### config.mk
export PLATFORM = sky130hd
export DESIGN_NAME = rv_multicycle_control_flat
export DESIGN_NICKNAME = d
export VERILOG_FILES = /design/src/rtl/rv_ctrl_pkg.sv /design/src/rtl/rv_multicycle_control_if.sv /design/src/rtl/rv_imm_gen.sv /design/src/rtl/rv_multicycle_control.sv /design/src/flat_wrapper.sv
export SDC_FILE = /design/constraint.sdc
export NUM_CORES = 1
export LEC_CHECK = 0
export ABC_AREA = 1
export BUFFER_PORTS_ARGS = -buffer_cell sky130_fd_sc_hd__buf_2
export CORE_ASPECT_RATIO = 1.75
export CORE_UTILIZATION = 40
export CTS_CLUSTER_DIAMETER = 30
export DETAILED_ROUTE_END_ITERATION = 16
export PLACE_DENSITY = 0.8
export SLEW_MARGIN = 40
export SYNTH_ARGS = -nofsm -noshare
export SYNTH_HDL_FRONTEND = slang
export SYNTH_SLANG_ARGS = --single-unit
### constraint.sdc
create_clock -name clk -period 2.42 [get_ports clk]
set_clock_uncertainty 0.15 [all_clocks]
set_input_delay 0.242 -clock clk [delete_from_list [all_inputs] [get_ports clk]]
set_output_delay 0.242 -clock clk [all_outputs]
set_load 0.02 [all_outputs]
### src/rtl/rv_ctrl_pkg.sv
// Shared types and constants for the RV32I/RV64I multi-cycle control FSM.
package rv_ctrl_pkg;

   localparam int unsigned ILEN      = 32;
   localparam int unsigned REG_IDX_W = 5;
   localparam int unsigned ALU_ENC_W = 4;

   localparam logic [6:0] OPC_OP     = 7'b0110011;
   localparam logic [6:0] OPC_OP_IMM = 7'b0010011;
   localparam logic [6:0] OPC_LOAD   = 7'b0000011;
   localparam logic [6:0] OPC_STORE  = 7'b0100011;

   localparam logic [6:0] F7_BASE = 7'b0000000;
   localparam logic [6:0] F7_ALT  = 7'b0100000;

   typedef enum logic [ALU_ENC_W-1:0] {
      ALU_ADD  = 4'd0,
      ALU_SUB  = 4'd1,
      ALU_XOR  = 4'd2,
      ALU_OR   = 4'd3,
      ALU_AND  = 4'd4,
      ALU_SLL  = 4'd5,
      ALU_SRL  = 4'd6,
      ALU_SLT  = 4'd7,
      ALU_SLTU = 4'd8,
      ALU_SRA  = 4'd9
   } alu_op_e;

   typedef enum logic [2:0] {
      ST_IDLE,
      ST_FETCH,
      ST_DECODE,
      ST_EXEC,
      ST_MEM,
      ST_WB,
      ST_TRAP
   } ctrl_state_e;

   // Immediate form: I-type, S-type, or a bare shift amount.
   typedef enum logic [1:0] {
      IMM_I,
      IMM_S,
      IMM_SHAMT
   } imm_sel_e;

   // Decoded view of the instruction register.
   typedef struct packed {
      logic     legal;
      logic     is_load;
      logic     is_store;
      logic     src_imm;
      logic     limit_imm;
      imm_sel_e imm_sel;
      alu_op_e  alu_op;
   } decode_t;

   // funct3 to ALU operation; alt selects SUB/SRA over ADD/SRL.
   function automatic alu_op_e funct3_to_alu_op(input logic [2:0] funct3, input logic alt);
      alu_op_e op;
      op = ALU_ADD;
      case (funct3)
         3'b000: op = alt ? ALU_SUB : ALU_ADD;
         3'b001: op = ALU_SLL;
         3'b010: op = ALU_SLT;
         3'b011: op = ALU_SLTU;
         3'b100: op = ALU_XOR;
         3'b101: op = alt ? ALU_SRA : ALU_SRL;
         3'b110: op = ALU_OR;
         3'b111: op = ALU_AND;
      endcase
      return op;
   endfunction

endpackage

### src/rtl/rv_multicycle_control_if.sv
// Control-unit bus: instruction fetch, decoded fields, strobes and data-memory handshake.
interface rv_multicycle_control_if #(
   parameter int unsigned XLEN     = 32,
   parameter int unsigned ALU_OP_W = 4
);
   logic                imem_req;
   logic                imem_ready;
   logic [31:0]         imem_rdata;
   logic [4:0]          rs1;
   logic [4:0]          rs2;
   logic [4:0]          rd;
   logic [XLEN-1:0]     immediate;
   logic [ALU_OP_W-1:0] alu_op;
   logic                alu_src_imm;
   logic                limit_immediate;
   logic                reg_write;
   logic                load_control;
   logic                dmem_req;
   logic                data_mem_write;
   logic                dmem_ready;
   logic                pc_en;
   logic                illegal_instr;

   modport master (
      output imem_req, rs1, rs2, rd, immediate, alu_op, alu_src_imm, limit_immediate,
             reg_write, load_control, dmem_req, data_mem_write, pc_en, illegal_instr,
      input  imem_ready, imem_rdata, dmem_ready
   );

   modport slave (
      input  imem_req, rs1, rs2, rd, immediate, alu_op, alu_src_imm, limit_immediate,
             reg_write, load_control, dmem_req, data_mem_write, pc_en, illegal_instr,
      output imem_ready, imem_rdata, dmem_ready
   );
endinterface

### src/rtl/rv_imm_gen.sv
// Immediate generator: I/S immediates sign-extended to XLEN, shift amounts zero-extended.
module rv_imm_gen
   import rv_ctrl_pkg::*;
#(
   parameter int unsigned XLEN = 32
) (
   input  logic [11:0]     ihi_i,   // IR[31:20]
   input  logic [4:0]      slo_i,   // IR[11:7]
   input  imm_sel_e        sel_i,
   output logic [XLEN-1:0] imm_o
);

   logic [11:0] imm12;
   logic [5:0]  shamt;

   // RV64 shifts carry a 6-bit amount, RV32 a 5-bit one.
   assign shamt = (XLEN == 64) ? ihi_i[5:0] : {1'b0, ihi_i[4:0]};

   // Assemble the 12-bit field and widen it.
   always_comb begin
      imm12 = (sel_i == IMM_S) ? {ihi_i[11:5], slo_i} : ihi_i;
      imm_o = (sel_i == IMM_SHAMT) ? XLEN'(shamt) : {{(XLEN-12){imm12[11]}}, imm12};
   end

endmodule

### src/rtl/rv_multicycle_control.sv
// Multi-cycle control FSM: fetch into IR, decode, and sequence EXEC/MEM/WB strobes.
module rv_multicycle_control
   import rv_ctrl_pkg::*;
#(
   parameter int unsigned XLEN     = 32,
   parameter int unsigned ALU_OP_W = 4
) (
   input  logic                    clk,
   input  logic                    resetn,
   rv_multicycle_control_if.master bus
);

   ctrl_state_e     state_q, state_d;
   logic [ILEN-1:0] ir_q, ir_d;
   decode_t         dec;

   logic [6:0] opcode;
   logic [2:0] funct3;
   logic [6:0] funct7;
   logic       shift_imm_ok;

   logic imem_req_c, reg_write_c, load_control_c, dmem_req_c;
   logic data_mem_write_c, pc_en_c, illegal_c;

   assign opcode = ir_q[6:0];
   assign funct3 = ir_q[14:12];
   assign funct7 = ir_q[31:25];

   // Upper shift-immediate bits: zero, or the SRAI pattern.
   if (XLEN == 64) begin : g_shift64
      assign shift_imm_ok = (ir_q[31:26] == 6'b000000) ||
                            ((funct3 == 3'b101) && (ir_q[31:26] == 6'b010000));
   end else begin : g_shift32
      assign shift_imm_ok = (ir_q[31:25] == F7_BASE) ||
                            ((funct3 == 3'b101) && (ir_q[31:25] == F7_ALT));
   end

   // Instruction classification and legality from IR.
   always_comb begin
      dec         = '0;
      dec.imm_sel = IMM_I;
      dec.alu_op  = ALU_ADD;
      case (opcode)
         OPC_OP: begin
            dec.alu_op = funct3_to_alu_op(funct3, funct7[5]);
            dec.legal  = (funct7 == F7_BASE) ||
                         ((funct7 == F7_ALT) && ((funct3 == 3'b000) || (funct3 == 3'b101)));
         end
         OPC_OP_IMM: begin
            dec.src_imm = 1'b1;
            if ((funct3 == 3'b001) || (funct3 == 3'b101)) begin
               dec.limit_imm = 1'b1;
               dec.imm_sel   = IMM_SHAMT;
               dec.alu_op    = funct3_to_alu_op(funct3, ir_q[30]);
               dec.legal     = shift_imm_ok;
            end else begin
               dec.alu_op = funct3_to_alu_op(funct3, 1'b0);
               dec.legal  = 1'b1;
            end
         end
         OPC_LOAD: begin
            dec.is_load = 1'b1;
            dec.src_imm = 1'b1;
            dec.legal   = (funct3 inside {3'b000, 3'b001, 3'b010, 3'b100, 3'b101}) ||
                          ((XLEN == 64) && (funct3 inside {3'b011, 3'b110}));
         end
         OPC_STORE: begin
            dec.is_store = 1'b1;
            dec.src_imm  = 1'b1;
            dec.imm_sel  = IMM_S;
            dec.legal    = (funct3 inside {3'b000, 3'b001, 3'b010}) ||
                           ((XLEN == 64) && (funct3 == 3'b011));
         end
         default: ;
      endcase
   end

   // State and instruction register.
   always_ff @(posedge clk or negedge resetn) begin
      if (!resetn) begin
         state_q <= ST_IDLE;
         ir_q    <= '0;
      end else begin
         state_q <= state_d;
         ir_q    <= ir_d;
      end
   end

   // Next state and per-state strobes.
   always_comb begin
      state_d          = state_q;
      ir_d             = ir_q;
      imem_req_c       = 1'b0;
      reg_write_c      = 1'b0;
      load_control_c   = 1'b0;
      dmem_req_c       = 1'b0;
      data_mem_write_c = 1'b0;
      pc_en_c          = 1'b0;
      illegal_c        = 1'b0;
      case (state_q)
         ST_IDLE: state_d = ST_FETCH;
         ST_FETCH: begin
            imem_req_c = 1'b1;
            if (bus.imem_ready) begin
               ir_d    = bus.imem_rdata;
               state_d = ST_DECODE;
            end
         end
         ST_DECODE: state_d = dec.legal ? ST_EXEC : ST_TRAP;
         ST_EXEC:   state_d = (dec.is_load || dec.is_store) ? ST_MEM : ST_WB;
         ST_MEM: begin
            dmem_req_c       = 1'b1;
            data_mem_write_c = dec.is_store;
            load_control_c   = dec.is_load;
            if (bus.dmem_ready) begin
               // A store retires in its completion cycle, so the PC advances here.
               pc_en_c = dec.is_store;
               state_d = dec.is_store ? ST_FETCH : ST_WB;
            end
         end
         ST_WB: begin
            reg_write_c    = (ir_q[11:7] != 5'd0);
            load_control_c = dec.is_load;
            pc_en_c        = 1'b1;
            state_d        = ST_FETCH;
         end
         ST_TRAP: begin
            illegal_c = 1'b1;
            pc_en_c   = 1'b1;
            state_d   = ST_FETCH;
         end
         default: state_d = ST_IDLE;
      endcase
   end

   rv_imm_gen #(
      .XLEN (XLEN)
   ) u_imm_gen (
      .ihi_i (ir_q[31:20]),
      .slo_i (ir_q[11:7]),
      .sel_i (dec.imm_sel),
      .imm_o (bus.immediate)
   );

   assign bus.rs1             = ir_q[19:15];
   assign bus.rs2             = ir_q[24:20];
   assign bus.rd              = ir_q[11:7];
   assign bus.alu_op          = ALU_OP_W'(dec.alu_op);
   assign bus.alu_src_imm     = dec.src_imm;
   assign bus.limit_immediate = dec.limit_imm;

   assign bus.imem_req       = imem_req_c;
   assign bus.reg_write      = reg_write_c;
   assign bus.load_control   = load_control_c;
   assign bus.dmem_req       = dmem_req_c;
   assign bus.data_mem_write = data_mem_write_c;
   assign bus.pc_en          = pc_en_c;
   assign bus.illegal_instr  = illegal_c;

endmodule

### src/flat_wrapper.sv
// flat-port wrapper written by rule: the top's interface ports become plain ports
module rv_multicycle_control_flat import rv_ctrl_pkg::*;
#(
   parameter int unsigned XLEN     = 32,
   parameter int unsigned ALU_OP_W = 4
)
  (clk, resetn, bus_imem_req, bus_rs1, bus_rs2, bus_rd, bus_immediate, bus_alu_op, bus_alu_src_imm, bus_limit_immediate, bus_reg_write, bus_load_control, bus_dmem_req, bus_data_mem_write, bus_pc_en, bus_illegal_instr, bus_imem_ready, bus_imem_rdata, bus_dmem_ready);
  rv_multicycle_control_if #(.XLEN(XLEN), .ALU_OP_W(ALU_OP_W)) bus_i ();
  input  logic clk;
  input  logic resetn;
  output wire logic [$bits(bus_i.imem_req)-1:0] bus_imem_req;
  output wire logic [$bits(bus_i.rs1)-1:0] bus_rs1;
  output wire logic [$bits(bus_i.rs2)-1:0] bus_rs2;
  output wire logic [$bits(bus_i.rd)-1:0] bus_rd;
  output wire logic [$bits(bus_i.immediate)-1:0] bus_immediate;
  output wire logic [$bits(bus_i.alu_op)-1:0] bus_alu_op;
  output wire logic [$bits(bus_i.alu_src_imm)-1:0] bus_alu_src_imm;
  output wire logic [$bits(bus_i.limit_immediate)-1:0] bus_limit_immediate;
  output wire logic [$bits(bus_i.reg_write)-1:0] bus_reg_write;
  output wire logic [$bits(bus_i.load_control)-1:0] bus_load_control;
  output wire logic [$bits(bus_i.dmem_req)-1:0] bus_dmem_req;
  output wire logic [$bits(bus_i.data_mem_write)-1:0] bus_data_mem_write;
  output wire logic [$bits(bus_i.pc_en)-1:0] bus_pc_en;
  output wire logic [$bits(bus_i.illegal_instr)-1:0] bus_illegal_instr;
  input wire logic [$bits(bus_i.imem_ready)-1:0] bus_imem_ready;
  input wire logic [$bits(bus_i.imem_rdata)-1:0] bus_imem_rdata;
  input wire logic [$bits(bus_i.dmem_ready)-1:0] bus_dmem_ready;
  assign bus_imem_req = bus_i.imem_req;
  assign bus_rs1 = bus_i.rs1;
  assign bus_rs2 = bus_i.rs2;
  assign bus_rd = bus_i.rd;
  assign bus_immediate = bus_i.immediate;
  assign bus_alu_op = bus_i.alu_op;
  assign bus_alu_src_imm = bus_i.alu_src_imm;
  assign bus_limit_immediate = bus_i.limit_immediate;
  assign bus_reg_write = bus_i.reg_write;
  assign bus_load_control = bus_i.load_control;
  assign bus_dmem_req = bus_i.dmem_req;
  assign bus_data_mem_write = bus_i.data_mem_write;
  assign bus_pc_en = bus_i.pc_en;
  assign bus_illegal_instr = bus_i.illegal_instr;
  assign bus_i.imem_ready = bus_imem_ready;
  assign bus_i.imem_rdata = bus_imem_rdata;
  assign bus_i.dmem_ready = bus_dmem_ready;
  rv_multicycle_control #(.XLEN(XLEN), .ALU_OP_W(ALU_OP_W)) u_core (.clk(clk), .resetn(resetn), .bus(bus_i));
endmodule
==> flow_summary.toml <==
[global_route]
grt_overflow_total = 0
grt_max_degree = 46
track_usage = 0.171
grt_pass1_wl_um = 7710
grt_pass1_vias = 1774
grt_antenna_before_repair = 0

[status]
status = "completed"

[min_path]
hold_depth = 2
hp-start = "bus_imem_rdata[22]"
hold_class = "primary input to register"
min_to = "u_core.ir_q[22]$_DFFE_PN0P_"

[worst_setup_path]
crit_family = "flip-flops"
slowest_stage = "dfrtp_1"
cp_max_fo = 8
arrival_ps = 1920
cpMostUsedCell = "nand2_1"
max_stage_delay_ps = 430
r2r_cells = 13
r2r_end = "u_core.state_q[0]$_DFFE_PN0P_"
worst-setup-path-type = "register to output pin"
cp-end-kind = "output pin"
worstPathCellList = "inv_1 -> ha_2 -> inv_1 -> o2111ai_2 -> o21ai_0 -> nand2_1 -> nand2_1 -> nand2_1 -> buf_2"
cp-start-kind = "register"
r2r_start = "u_core.ir_q[12]$_DFFE_PN0P_"
reg2reg_slack_ps = 540
path_buf_inv = 3
crit_required_ps = 2030

[power_and_ir_drop]
pwr-share-clk = 0.135
pwr-share-comb = 0.580
p_leak_nw = 1.59
p_int_mw = 2.04
p_switching_mw = 1.84
swShare = 0.474
power_density_mw_per_mm2 = 1420
seqPwrFrac = 0.285
vdd_ir_drop_max_v = 0.000712

[yosys]
synth.avg_cell_area_um2 = 8.14
async_reset_ff_frac = 1.00
synth_edf_count = 0
synth_fp_nets = 322
yosys_most_used_dff = "dfrtp_1"
ys_seq_area_frac = 0.381
ys_warn_count = 0
synth_cells = 282
ys_ff_latch = 35
synthDistinctLibCells = 29
syn-cell-area_mm2 = 0.00230

[placed_design]
gp_congestion = 0.932
hpwl_um = 3780
port-buffer-count = 95

[layout]
utilization = 0.492
fill_cells = 581
areaGrowthSynthToFinish_pct = 18.8
drive_gt1_frac = 0.407
fin_nets = 388
layout_common_cells = "94 x buf_2, 60 x nand2_1, 35 x dfrtp_1, 33 x inv_1, 31 x nor2_1"
final_common_cell = "buf_2"
insertedDiodeCount = 0

[clock_network]
tritoncts = "yes"
clk_pin_slew_ps = 80
cts-buffers-inserted = 5
clkLatencyLatePin_ps = 280
cts_root_buffer = "clkbuf_8"
h-tree-depth = 2
clock_sinks = 35
cts_buffer_depth = 2

[route]
wire_per_inst_um = 11.7
drt_iter0_markers = 134
ant_nets = 0
via_count = 1978
via_per_inst = 4.65
remaining_drc_errors = 0
wl_um = 4960
dr.pass1.iters = 5

[sta]
relSlewSlack = 0.609
finalHoldViolCount = 0
worstMarginPinSlew_ps = 586
timing.setup.tns_ps = 0
max_freq_ghz = 0.432
period_share = 0.957
drv_slew = 0
rsz0062_at_grt = "yes"
period_minus_slack_ps = 2320
hold_ws_ps = 33.0
finalSetupViolations = 0

[floorplan]
start_util = 0.414
die_area_mm2 = 0.00606
core-area_mm2 = 0.00554
dieHeight_um = 102
io_pins = 96
rows = 36
die_w_um = 59.3

[job]
drv_cap = 0
Yosys cell counts (2+ instances only):
cell type	n	area (µm²)
a21oi_1	18	90.1
buf_6	3	33.8
nor3_1	3	15.0
mux2_4	13	195
o21ai_0	7	35.0
dfrtp_1	35	876
nor2_1	33	124
ha_1	4	50.1
mux2_2	6	67.6
buf_4	35	263
or2_2	2	12.5
buf_2	3	15.0
nand2_1	60	225
nand3_1	10	50.1
inv_2	3	11.3
inv_1	33	124
o211ai_1	2	15.0
cell type report:
cell class | instances | area [µm²] | share of cell area
clock buffer | 5 | 68.8 | 0.0252
clock inverter | 3 | 43.8 | 0.0161
inverter | 37 | 140 | 0.0514
multi-input combinational | 169 | 986 | 0.361
sequential | 35 | 876 | 0.321
tap | 76 | 95.1 | 0.0349
timing repair buffer | 100 | 518 | 0.190
flip-flops by register name, indices dropped and copies added (netlist names):
name and flops:
u_core.state_q 3, u_core.ir_q 32
metrics by stage:
step	cell area (µm²)	power, mW	cells	setup slack (ps)
floorplan	2300	3.09	282	399
global placement	2560	3.25	413	403
detailed placement	2560	3.30	413	298
CTS	2690	3.85	422	42.8
global route	2730	4.17	425	-16.4
finish	2730	3.88	425	105
worst reg2reg max path: stages, from the launching register on:
cell	delay, ps
dfrtp_1	410
buf_4	150
ha_2	240
o21ai_2	180
buf_4	150
nand2_1	60
nand2_1	70
nand2_1	50
inv_1	60
nand2_1	50
nand2_1	50
nand2_1	50
nand2_1	60
nand2_1	40
per-layer routing:
metal  share of wire  GRT usage
met4           0.035      0.110
met3           0.041     0.0278
met1            0.37      0.183
met2            0.55      0.301
met5               0          0
power by group through the flow:
stage | combinational (mW) | clock (mW) | sequential [mW]
global route | 2.45 | 0.569 | 1.15
detailed placement | 2.19 | 0 | 1.11
finish | 2.25 | 0.523 | 1.11
global placement | 2.15 | 0 | 1.10
CTS | 2.20 | 0.544 | 1.10
floorplan | 2.04 | 0 | 1.05
worst max path at each step:
| stage | end | cells after the start | slack, ps | startpoint |
|---|---|---|---|---|
| after global placement | bus_alu_op[0] | 9 | 400 | u_core.ir_q[13]$_DFFE_PN0P_ |
| final | bus_alu_op[0] | 9 | 100 | u_core.ir_q[13]$_DFFE_PN0P_ |
| after floorplan | bus_immediate[12] | 7 | 400 | u_core.ir_q[13]$_DFFE_PN0P_ |
| after detailed placement | bus_alu_op[0] | 9 | 300 | u_core.ir_q[13]$_DFFE_PN0P_ |
| after CTS | bus_alu_op[0] | 9 | 40 | u_core.ir_q[13]$_DFFE_PN0P_ |
| after global routing | bus_immediate[11] | 6 | -20 | u_core.ir_q[12]$_DFFE_PN0P_ |
kinds of logic after synthesis:
group / Yosys count / share of synthesized area
muxes: 19 / 0.114
and+or+nand+nor: 114 / 0.208
adders and majority gates: 4 / 0.0218
DFF: 35 / 0.381
AOI/OAI and AO/OA: 32 / 0.0779
buffers and inverters: 78 / 0.197
repair_timing:
item	4_1_cts	5_1_grt
hold buffers	1	0
pin swaps	0	2
endpoints found under the hold margin	35	0
setup endpoints to repair	2	25
buffers inserted	0	3
resized for setup	2	4
(Power assumes the default switching activity.)
